[src/rtl/multdiv_arbiter.sv]
// multdiv_arbiter
//   Round-robin front end for the shared multiply/divide unit. Two requesters
//   hand over MULT/DIV operations with a valid/ready handshake. One operation
//   is outstanding at a time. The block holds the operands stable on the unit,
//   pulses the start control, waits for a rising edge on md_resultRDY, and
//   returns the result and exception to the owner as a one-cycle pulse. If the
//   unit never completes, the owner receives a forced exception response.
//
// Ports
//   clock, reset_n                  rising-edge clock, synchronous active-low reset
//   req_valid_x/req_op_x/req_a_x/req_b_x   request from requester x (op 0=MULT, 1=DIV)
//   req_ready_x                     combinational accept (only in IDLE, granted port)
//   rsp_valid_x                     one-cycle response pulse to requester x
//   rsp_result, rsp_exception       response payload, valid with rsp_valid_x
//   busy                            high whenever an operation is in flight
//   md_operandA/B, md_ctrl_MULT/DIV operands and start pulses to the unit
//   md_result/md_exception/md_resultRDY    unit result interface
module multdiv_arbiter #(
  parameter int unsigned TIMEOUT_CYCLES = 64
) (
  input  logic        clock,
  input  logic        reset_n,
  input  logic        req_valid_0,
  input  logic        req_op_0,
  input  logic [31:0] req_a_0,
  input  logic [31:0] req_b_0,
  output logic        req_ready_0,
  input  logic        req_valid_1,
  input  logic        req_op_1,
  input  logic [31:0] req_a_1,
  input  logic [31:0] req_b_1,
  output logic        req_ready_1,
  output logic        rsp_valid_0,
  output logic        rsp_valid_1,
  output logic [31:0] rsp_result,
  output logic        rsp_exception,
  output logic        busy,
  output logic [31:0] md_operandA,
  output logic [31:0] md_operandB,
  output logic        md_ctrl_MULT,
  output logic        md_ctrl_DIV,
  input  logic [31:0] md_result,
  input  logic        md_exception,
  input  logic        md_resultRDY
);

  localparam int unsigned CW = $clog2(TIMEOUT_CYCLES + 1);

  typedef enum logic [1:0] {IDLE, ISSUE, WAIT, RESP} state_t;

  state_t        state;
  logic          last_grant;
  logic          owner;
  logic          rdy_q;
  logic [CW-1:0] count;
  logic          grant;
  logic          grant_op;
  logic          accept;
  logic          rdy_rise;

  // Lone requester always wins; on contention the one not granted last wins.
  always_comb begin
    grant = req_valid_1;
    if (req_valid_0 && req_valid_1) begin
      grant = ~last_grant;
    end
    grant_op = grant ? req_op_1 : req_op_0;
  end

  assign accept      = reset_n && (state == IDLE) && (req_valid_0 || req_valid_1);
  assign req_ready_0 = accept && !grant;
  assign req_ready_1 = accept && grant;

  // Completion is a fresh low-to-high transition; a level left over from the
  // previous operation does not count.
  assign rdy_rise = md_resultRDY && !rdy_q;

  always_ff @(posedge clock) begin
    if (!reset_n) begin
      state         <= IDLE;
      last_grant    <= 1'b1;
      owner         <= 1'b0;
      rdy_q         <= 1'b0;
      count         <= '0;
      rsp_valid_0   <= 1'b0;
      rsp_valid_1   <= 1'b0;
      rsp_result    <= '0;
      rsp_exception <= 1'b0;
      busy          <= 1'b0;
      md_operandA   <= '0;
      md_operandB   <= '0;
      md_ctrl_MULT  <= 1'b0;
      md_ctrl_DIV   <= 1'b0;
    end else begin
      rdy_q        <= md_resultRDY;
      md_ctrl_MULT <= 1'b0;
      md_ctrl_DIV  <= 1'b0;
      rsp_valid_0  <= 1'b0;
      rsp_valid_1  <= 1'b0;

      case (state)
        IDLE: begin
          if (accept) begin
            owner       <= grant;
            last_grant  <= grant;
            md_operandA <= grant ? req_a_1 : req_a_0;
            md_operandB <= grant ? req_b_1 : req_b_0;
            // Start pulse is registered here so it is high exactly during ISSUE.
            md_ctrl_MULT <= !grant_op;
            md_ctrl_DIV  <= grant_op;
            busy         <= 1'b1;
            state        <= ISSUE;
          end
        end

        ISSUE: begin
          count <= '0;
          state <= WAIT;
        end

        WAIT: begin
          if (rdy_rise) begin
            rsp_result    <= md_result;
            rsp_exception <= md_exception;
            rsp_valid_0   <= !owner;
            rsp_valid_1   <= owner;
            state         <= RESP;
          end else if (count == CW'(TIMEOUT_CYCLES)) begin
            rsp_result    <= '0;
            rsp_exception <= 1'b1;
            rsp_valid_0   <= !owner;
            rsp_valid_1   <= owner;
            state         <= RESP;
          end else begin
            count <= count + 1'b1;
          end
        end

        RESP: begin
          rsp_result    <= '0;
          rsp_exception <= 1'b0;
          md_operandA   <= '0;
          md_operandB   <= '0;
          busy          <= 1'b0;
          state         <= IDLE;
        end

        default: state <= IDLE;
      endcase
    end
  end

endmodule

[config.mk]
export PLATFORM = sky130hd
export DESIGN_NAME = multdiv_arbiter
export DESIGN_NICKNAME = d
export VERILOG_FILES = /design/src/rtl/multdiv_arbiter.sv
export SDC_FILE = /design/constraint.sdc
export NUM_CORES = 1
export LEC_CHECK = 0
export CAP_MARGIN = 20
export CELL_PAD_IN_SITES_DETAIL_PLACEMENT = 1
export CELL_PAD_IN_SITES_GLOBAL_PLACEMENT = 1
export CORE_UTILIZATION = 30
export DETAILED_ROUTE_END_ITERATION = 6
export PLACE_DENSITY_LB_ADDON = 0.2
export SYNTH_ARGS = -nofsm -noshare
export SYNTH_HDL_FRONTEND = slang
export SYNTH_SLANG_ARGS = --single-unit
[constraint.sdc]
create_clock -name clock -period 5.76 [get_ports clock]
set_input_delay 1.152 -clock clock [delete_from_list [all_inputs] [get_ports clock]]
set_output_delay 1.152 -clock clock [all_outputs]
set_load 0.02 [all_outputs]
# After elaboration in Yosys (flattened, before gate mapping)
# Cells that the tools add are included.
# word_totals
regBits	114
latch_bits	0
ramBits	0
romBits	0
in_bits	168
wordCells	73
memories	0
# classes
add_sub_neg	1
mul	0
n_div	0
order_cmp	0
eq_ne	8
shifts	0
n_mux	27
n_bitwise	1
n_reduce_logical	22
# op_table
operator	count
32-bit 2-to-1 mux	6
32-bit case mux with 2 select lines	3
7-bit 2-to-1 mux	2
7-bit case mux with 2 select lines	1
2-bit AND reduction	5
1-bit 2-to-1 mux	9
2-bit case mux with 4 select lines	1
7-bit by 1-bit adder with 7-bit output (second input constant)	1
7-bit == test (second input constant)	1
1-bit logical AND	6
2-bit 2-to-1 mux	3
2-bit inequality test (second input constant)	3
3-bit AND reduction	2
2-bit nonzero test	3
2-bit == test (second input constant)	2
1-bit logical NOT	4
1-bit case mux with 2 select lines	2
3-bit inequality test (second input constant)	1
2-bit by 1-bit == test with 1-bit output (second input constant)	1
2-bit logical NOT	1
1-bit logical OR	1
1-bit inverter	1

# Logic depth before layout (Yosys ltp)
# Gate-level depths: netlist (run 1).
# logic_depth
word_depth	5
mapped_depth	8
ltp_nobuf	6

# Worst setup path after synthesis (run 1)
# OpenSTA, ideal clock, no wires.
# synth_path
path_type	input-to-output
from	input req_valid_1
to	output req_ready_1
t_arrival_ns	2.055
setup_slack_ns	2.553
path_stages	4
path_buffers	2
path_cell_list	a21boi_2 -> buf_6 -> buf_4 -> nor2b_1
# synth_between
elab_chain_cells	3
# synth_lines
element	line_no	rtl
start: declaration	28	input logic req_valid_1,
1-bit logical AND or 1-bit logical OR (tied branches)	64, 70	
1-bit 2-to-1 mux or 1-bit logical AND (tied branches)	64, 70	
1-bit logical AND (*)	72	assign req_ready_1 = accept && grant;
end: declaration	32	output logic req_ready_1,
# Mark *: on every way between the ends. The rest lies on a longest branch, timed or not.

# Worst setup path after layout (run 1)
# Ends and elaborated chain as after synthesis.

==> flow_summary_export.csv, run 1 <==
group,metric,value,unit
cells_and_area,final_nets,1026,
synthesis,avgSynthCellArea,8.87,um2
die,core,17200,um2
power_and_ir_drop,ir_drop,0.232,mV
cells_and_area,final_common_cell,"clkdlybuf4s50_1",
cells_and_area,regArea,2280,um2
global_route,grt-busiest-layer,"met2",
global_route,use_met3,6.42,%
die,die_w,135,um
global_route,use_met1,21.2,%
cells_and_area,stdcell_count,1088,
global_route,grt_use_total,20.2,%
synthesis,synth_area_leaders,"dfxtp_1 43%, mux2i_1 19%, nand2_1 10%",
sta,period_minus_slack,4250,ps
worst_setup_path,critical_path_class,"primary input to output pin",
synthesis,yosysTopAreaCell,"dfxtp_1",
sta,slew_violations,0,
route,vias_per_cell,4.71,
die,start_util,30.6,%
synthesis,synth-edff-count,0,
placed_design,dpl_cell_area,8110,um2
global_route,grt_pass1_wl,28000,um
worst_setup_path,worstPathRequired,4610,ps
power_and_ir_drop,p_leak,3.14,nW
sta,min_period_over_period,73.8,%
placed_design,dp_cells,1056,
clock_network,cts_buffers,17,
sta,skew,6.22,ps
sta,hold_viol_final,0,
synthesis,synth_top_area_share,43.3,%
route,first_pass_iters,4,
min_path,hold_path.class,"register to register",
sta,worst_slew_pin_slew,849,ps
power_and_ir_drop,power.density,351,nW/um2
die,rows,48,
placed_design,gp_congestion,0.734,
clock_network,clkTransAtPathRegs,50,ps
sta,max_clock_freq,235,MHz
clock_network,cts_tree,"yes",
cells_and_area,area_growth,64.7,%
clock_network,hold_buffers,0,
route,final_antenna_net_count,0,
global_route,grtUsageMet2,37.1,%
sta,rsz0062_at_grt,"false",
clock_network,clock-sinks,114,
global_route,grt-ovfl-total,0,
cells_and_area,diodes,0,
cells_and_area,final_cell_mix,"271 x clkdlybuf4s50_1, 141 x nand2_1, 114 x dfxtp_1",
route,drc_errors,0,
synthesis,yosys_warnings,0,
route,vias,5127,
route,drt_iter0_drc,217,
clock_network,post_cts_buffers,0,
clock_network,ctsResizeCount,0,
run,cap_violations,0,
synthesis,syn-instance-count,594,
clock_network,ctsHtreeMaxLevel,4,
synthesis,ys.flop_type,"dfxtp_1",
placed_design,port_buffers,271,
cells_and_area,n_fill_cell,1968,
synthesis,ys_seq_elements,114,
die,pin_count,272,
synthesis,ys_seq_area_share,43.3,%
cells_and_area,drive_above_1_share,10.8,%
sta,slew-limit-headroom,43.4,%
global_route,grt_pass1_vias,5408,
cells_and_area,multi_input_area,2760,um2
sta,setup_violations,0,
global_route,grt_max_degree,72,
worst_setup_path,end_kind,"output pin",
clock_network,cts_buffer_depth,2,
synthesis,syn_nets,769,
worst_setup_path,cp_max_fo,19,
clock_network,insertion_delay,410,ps
cells_and_area,design_area,8680,um2
worst_setup_path,worstPathArrival,3100,ps
synthesis,yosysUniqueCellTypes,42,
worst_setup_path,start_kind,"primary input",
clock_network,cts_root_buffer,"clkbuf_16",
global_route,grt_antenna_before_repair,0,
die,die_y,135,um
placed_design,place_hpwl,13300,um
run_status,status,"finished clean",
die,die-area,18100,um2
route,drt-total-wl,18300,um
synthesis,synth_area,5270,um2
synthesis,synthArstFlopShare,0,%
sta,tns,0,ps
route,drt-wirelength-per-cell,16.8,um
-- report_power, final --
part / internal (W) / switching [W]
Combinational: 0.000525 / 0.000576
Clock: 0.000620 / 0.000347
Sequential: 0.000910 / 0.0000693
Total: 0.00206 / 0.000992
-- final cells by class --
type                            count  area share, %
Tap cell                          225           3.24
Clock buffer                       25           5.59
Clock inverter                      6          0.634
Multi-Input combinational cell    432           31.8
Inverter                            8          0.346
Sequential cell                   114           26.3
Timing Repair Buffer              278           32.1
-- path summary, 6_finish.rpt --
path / from / to / slack (ps) / depth (start not counted)
hold / removal: md_operandA[26] / md_operandA[26] / 450 / 2
hold reg to reg: md_operandA[26] / md_operandA[26] / 450 / 2
setup / recovery: req_valid_1 / req_ready_1 / 1510 / 5
setup reg to reg: state[0] / md_operandA[25] / 3150 / 7
-- layer usage --
metal  vias up  part of all wire, %
li1       2496                    -
met1      2427                   39
met2       178                   52
met3        26                  7.0
met4         0                  2.1
met5         -                    0
-- flip-flops by register name, summed over array words and instances (netlist names) --
signal / cells
rsp_valid_0: 1
rdy_q: 1
md_operandA: 32
md_ctrl_DIV: 1
rsp_valid_1: 1
last_grant: 1
md_operandB: 32
owner: 1
busy: 1
rsp_result: 32
count: 7
md_ctrl_MULT: 1
state: 2
rsp_exception: 1
-- cells by family (layout without fill, tap and decap cells) --
| family | Yosys count | count (layout) | share of synthesized area, % |
|---|---|---|---|
| mux | 102 | 102 | 19.4 |
| buf+inv | 48 | 317 | 4.72 |
| flops | 114 | 114 | 43.3 |
| simple gates | 238 | 238 | 21.4 |
| compound gates | 85 | 85 | 9.47 |
| fa+ha+maj | 7 | 7 | 1.66 |
-- synth_stat cells, types with 7 or more instances --
| master | count |
|---|---|
| nor2_1 | 7 |
| inv_1 | 7 |
| ha_1 | 7 |
| clkbuf_1 | 24 |
| mux2i_1 | 101 |
| buf_2 | 7 |
| or2_2 | 48 |
| or2_1 | 18 |
| nand2_1 | 141 |
| dfxtp_1 | 114 |
| a21oi_1 | 67 |
| nand3_1 | 9 |
-- worst max-delay path: stages --
cell and delay [ps]:
clkdlybuf4s50_1 590, a21boi_4 210, buf_4 340, nor2b_1 190
clkdlybuf4s50_1 610
-- per-stage QoR --
stage | util (%) | setup WS (ps) | power [W] | hold slack, ps
final | 50.4 | 1510 | 0.00305 | 447
after global routing | 50.4 | 1420 | 0.00321 | 470
after CTS | 50.2 | 1490 | 0.00308 | 452
after detailed placement | 47.1 | 1500 | 0.00210 | 444
after global placement | 47.1 | 1520 | 0.00206 | 439
after floorplan | - | 2550 | 0.00164 | 416
(Power assumes the default switching activity.)
==> run 2, diff against run 1 <==
--- a/config.mk
+++ b/config.mk
@@ -8,7 +8,7 @@
 export CAP_MARGIN = 20
 export CELL_PAD_IN_SITES_DETAIL_PLACEMENT = 1
 export CELL_PAD_IN_SITES_GLOBAL_PLACEMENT = 1
-export CORE_UTILIZATION = 30
+export CORE_UTILIZATION = 28
 export DETAILED_ROUTE_END_ITERATION = 6
 export PLACE_DENSITY_LB_ADDON = 0.2
 export SYNTH_ARGS = -nofsm -noshare
==> constraint.sdc (replaced) <==
create_clock -name clock -period 4.28 [get_ports clock]
set_input_delay 0.856 -clock clock [delete_from_list [all_inputs] [get_ports clock]]
set_output_delay 0.856 -clock clock [all_outputs]
set_load 0.02 [all_outputs]
==> flow_summary_export.csv, run 2 (synthesized netlist as in run 1, its figures left out) <==
group,metric,value,unit
run_status,status,"complete, but fails checks",
run_status,violations,"DRC",
worst_setup_path,critical_path_class,"primary input to output pin",
clock_network,clkTransAtPathRegs,50,ps
sta,slew_violations,0,
global_route,grt_pass1_vias,5353,
clock_network,insertion_delay,410,ps
sta,period_minus_slack,3430,ps
die,die-area,19400,um2
clock_network,post_cts_buffers,0,
sta,tns,0,ps
cells_and_area,drive_above_1_share,10.9,%
worst_setup_path,r2r_cells,4,
global_route,grt_use_total,18.8,%
die,pin_count,272,
worst_setup_path,r2r-start,"last_grant",
worst_setup_path,reg2reg_slack,2070,ps
cells_and_area,regArea,2280,um2
run,cap_violations,0,
route,vias,5093,
worst_setup_path,end_kind,"output pin",
worst_setup_path,critPathLaunch,"req_valid_1",
clock_network,ctsResizeCount,0,
cells_and_area,final_cell_mix,"271 x clkdlybuf4s50_1, 141 x nand2_1, 114 x dfxtp_1",
route,drt-total-wl,18200,um
placed_design,place_hpwl,13400,um
cells_and_area,stdcell_count,1092,
die,die_y,139,um
cells_and_area,largestRegisters,"md_operandA (32), md_operandB (32), rsp_result (32)",
worst_setup_path,r2r_end,"md_ctrl_MULT",
clock_network,ctsHtreeMaxLevel,4,
die,die_w,139,um
worst_setup_path,cp_max_fo,5,
power_and_ir_drop,power.density,482,nW/um2
route,drt_iter0_drc,183,
sta,max_clock_freq,292,MHz
worst_setup_path,worstPathArrival,2570,ps
placed_design,post-place-ws,810,ps
clock_network,hold_buffers,0,
power_and_ir_drop,power,0.00420,W
global_route,grt_antenna_before_repair,0,
clock_network,cts_buffers,17,
placed_design,gp_congestion,0.810,
worst_setup_path,cp-endpoint,"req_ready_1",
cells_and_area,n_fill_cell,2039,
cells_and_area,utilization,47.9,%
worst_setup_path,worstPathRequired,3420,ps
power_and_ir_drop,ir_drop,0.278,mV
cells_and_area,final_nets,1026,
cells_and_area,multi_input_area,2760,um2
clock_network,cts_tree,"yes",
power_and_ir_drop,p_leak,3.15,nW
sta,slew-limit-headroom,26.0,%
sta,hold_viol_final,0,
clock_network,cts_root_buffer,"clkbuf_16",
sta,fin_ws,851,ps
min_path,hold_path.class,"register to register",
sta,skew,9.58,ps
cells_and_area,area_growth,65.6,%
cells_and_area,diodes,0,
sta,min_period_over_period,80.1,%
clock_network,clock-sinks,114,
global_route,grt_max_degree,71,
worst_setup_path,start_kind,"primary input",
sta,worst_slew_pin_slew,1110,ps
placed_design,dp_cells,1060,
clock_network,cts_buffer_depth,2,
route,vias_per_cell,4.66,
die,rows,49,
global_route,grt_pass1_wl,28400,um
route,first_pass_iters,7,
route,final_antenna_net_count,0,
route,drc_errors,23,
die,core,18200,um2
global_route,grt-ovfl-total,0,
sta,setup_violations,0,
cells_and_area,final_common_cell,"clkdlybuf4s50_1",
sta,rsz0062_at_grt,"false",
die,start_util,28.9,%
placed_design,port_buffers,271,
route,drt-wirelength-per-cell,16.7,um
[run 2: per-layer routing]
layer / global-route usage (%) / wire [um] / share of wire, % / vias to the layer above
met4: 7.89 / 351 / 1.9 / 0
met2: 33.9 / 9270 / 51 / 170
met1: 20.4 / 7310 / 40 / 2403
li1: - / - / - / 2498
met3: 5.87 / 1290 / 7.1 / 22
met5: 0 / 0 / 0 / -
[run 2: critical path, cell delays in order]
cell and delay (ps):
clkdlybuf4s50_1 600, a21boi_4 270, nor2b_1 170, clkdlybuf4s50_1 680
[run 2: layout make-up]
type	count	area share [%]
clock buffer	22	5.21
inverter	8	0.344
timing repair buffer	278	31.8
tap	229	3.28
multi-input combinational	432	31.7
clock inverter	9	1.52
sequential	114	26.2
[run 2: how the worst min path moves through the flow]
stage | slack [ps] | cells after the start | endpoint | startpoint
after global routing | 470 | 2 | md_operandA[28] | md_operandA[28]
after detailed placement | 440 | 2 | md_operandB[19] | md_operandB[19]
final | 450 | 2 | md_operandB[19] | md_operandB[19]
after global placement | 440 | 2 | md_operandA[18] | md_operandA[18]
after CTS | 450 | 2 | md_operandB[19] | md_operandB[19]
after floorplan | 420 | 1 | rsp_valid_0 | owner
[run 2: power breakdown]
group	switching, W	leakage (nW)	internal, W	total [W]
Sequential	0.0000892	0.929	0.00122	0.00131
Clock	0.000488	0.280	0.000926	0.00141
Combinational	0.000770	1.94	0.000706	0.00148
[run 2: per-stage QoR]
step | instance area, um2 | hold WS, ps
2_1_floorplan | 5270 | 416
3_3_place_gp | 8120 | 437
3_5_place_dp | 8120 | 443
4_1_cts | 8710 | 451
5_1_grt | 8730 | 474
6_report | 8730 | 448
==> run 3, diff against run 2 <==
==> constraint.sdc (replaced) <==
create_clock -name clock -period 3.3 [get_ports clock]
set_input_delay 0.66 -clock clock [delete_from_list [all_inputs] [get_ports clock]]
set_output_delay 0.66 -clock clock [all_outputs]
set_load 0.02 [all_outputs]
==> flow_summary_export.csv, run 3 (synthesized netlist as in run 1, its figures left out) <==
group,metric,value,unit
power_and_ir_drop,ir_drop,0.445,mV
sta,worst_slew_pin_slew,978,ps
cells_and_area,drive_above_1_share,11.0,%
clock_network,cts_buffers,17,
placed_design,gp_congestion,0.739,
route,vias_per_cell,4.66,
worst_setup_path,critical_path_class,"primary input to output pin",
sta,tns,0,ps
clock_network,hold_buffers,0,
global_route,grt_max_degree,71,
route,drc_errors,23,
clock_network,clock-sinks,114,
route,drt-wirelength-per-cell,17.0,um
cells_and_area,area_growth,65.7,%
sta,max_clock_freq,317,MHz
placed_design,dpl_cell_area,8160,um2
die,start_util,28.9,%
cells_and_area,n_fill_cell,2043,
global_route,grt_pass1_wl,28900,um
worst_setup_path,worstPathArrival,2490,ps
power_and_ir_drop,clkPwrFrac,33.1,%
sta,slew_violations,0,
die,die_y,139,um
die,die-area,19400,um2
placed_design,port_buffers,271,
sta,rsz0062_at_grt,"false",
global_route,grt_pass1_vias,5446,
route,final_antenna_net_count,0,
power_and_ir_drop,p_int,0.00370,W
route,vias,5076,
route,first_pass_iters,6,
worst_setup_path,worstPathRequired,2640,ps
clock_network,cts_buffer_depth,2,
route,drt_iter0_drc,161,
sta,skew,7.24,ps
run_status,violations,"DRC",
clock_network,cts_root_buffer,"clkbuf_16",
sta,whs,449,ps
power_and_ir_drop,switchingPower,0.00174,W
die,pin_count,272,
clock_network,insertion_delay,410,ps
cells_and_area,largestRegisters,"md_operandA (32), md_operandB (32), rsp_result (32)",
global_route,grt_antenna_before_repair,0,
run,cap_violations,0,
die,core,18200,um2
sta,period_minus_slack,3150,ps
min_path,hold_path.class,"register to register",
worst_setup_path,cp_max_fo,5,
power_and_ir_drop,p_leak,3.16,nW
placed_design,place_hpwl,13600,um
clock_network,ctsResizeCount,0,
cells_and_area,design_area,8730,um2
worst_setup_path,start_kind,"primary input",
global_route,grt_use_total,19.3,%
min_path,min_path_cells,2,
clock_network,post_cts_buffers,0,
cells_and_area,final_nets,1027,
worst_setup_path,r2r_cells,6,
route,drt-total-wl,18500,um
sta,hold_viol_final,0,
sta,setup_violations,0,
global_route,grt-ovfl-total,0,
power_and_ir_drop,power_frac_comb,35.5,%
worst_setup_path,end_kind,"output pin",
sta,slew-limit-headroom,34.8,%
clock_network,cts_tree,"yes",
power_and_ir_drop,p_seq_share,31.4,%
clock_network,clkTransAtPathRegs,50,ps
die,rows,49,
die,die_w,139,um
power_and_ir_drop,power,0.00543,W
sta,min_period_over_period,95.5,%
power_and_ir_drop,power.density,622,nW/um2
power_and_ir_drop,swShare,31.9,%
cells_and_area,final_common_cell,"clkdlybuf4s50_1",
cells_and_area,final_cell_mix,"271 x clkdlybuf4s50_1, 141 x nand2_1, 114 x dfxtp_1",
cells_and_area,diodes,0,
clock_network,ctsHtreeMaxLevel,4,
run_status,status,"complete, but fails checks",
[run 3: cell types whose count changed in the layout (fill, tap and decap cells not counted)]
| cell | previous run | this run |
|---|---|---|
| clkbuf_1 | 4 | 1 |
| clkinvlp_4 | 2 | 1 |
| clkbuf_8 | 1 | 5 |
| buf_12 | 1 | 2 |
| bufinv_16 | 3 | 2 |
| clkinv_4 | 2 | 0 |
[run 3: final timing paths]
check | from | endpoint | slack [ps]
max | req_valid_1 | req_ready_1 | 150
min | md_operandA[26] | md_operandA[26] | 450
max reg2reg | state[1] | md_operandB[2] | 910
min reg2reg | md_operandA[26] | md_operandA[26] | 450
[run 3: through the flow]
stage,std cells,worst slack (ps),utilization (%)
after floorplan,594,1080,-
after CTS,1090,98.0,48.0
after global placement,1062,158,44.8
after global routing,1090,62.3,48.0
after detailed placement,1062,111,44.8
final,1090,149,48.0
[run 3: routing by layer]
| metal | part of all wire (%) | GRT usage [%] |
|---|---|---|
| met5 | 0 | 0 |
| met4 | 2.2 | 7.89 |
| met3 | 6.9 | 6.28 |
| met2 | 53 | 35.9 |
| met1 | 38 | 19.7 |
[run 3: worst max-delay path: stages]
cell	delay, ps
clkdlybuf4s50_1	630
a21boi_4	270
nor2b_1	270
clkdlybuf4s50_1	660
[run 3: power by group through the flow]
stage | Combinational (W) | Sequential [W] | Clock [W]
after CTS | 0.00197 | 0.00171 | 0.00184
after global placement | 0.00190 | 0.00172 | 0
after floorplan | 0.000917 | 0.00195 | 0
after detailed placement | 0.00196 | 0.00173 | 0
final | 0.00193 | 0.00171 | 0.00180
after global routing | 0.00208 | 0.00173 | 0.00191
[run 3: area by class of cell]
cell class	instances	area (um2)	area share (%)
timing repair buffer	279	2800	32.0
multi-input combinational	432	2760	31.6
sequential	114	2280	26.1
clock buffer	23	498	5.70
tap	229	287	3.28
clock inverter	5	77.6	0.888
inverter	8	30.0	0.344
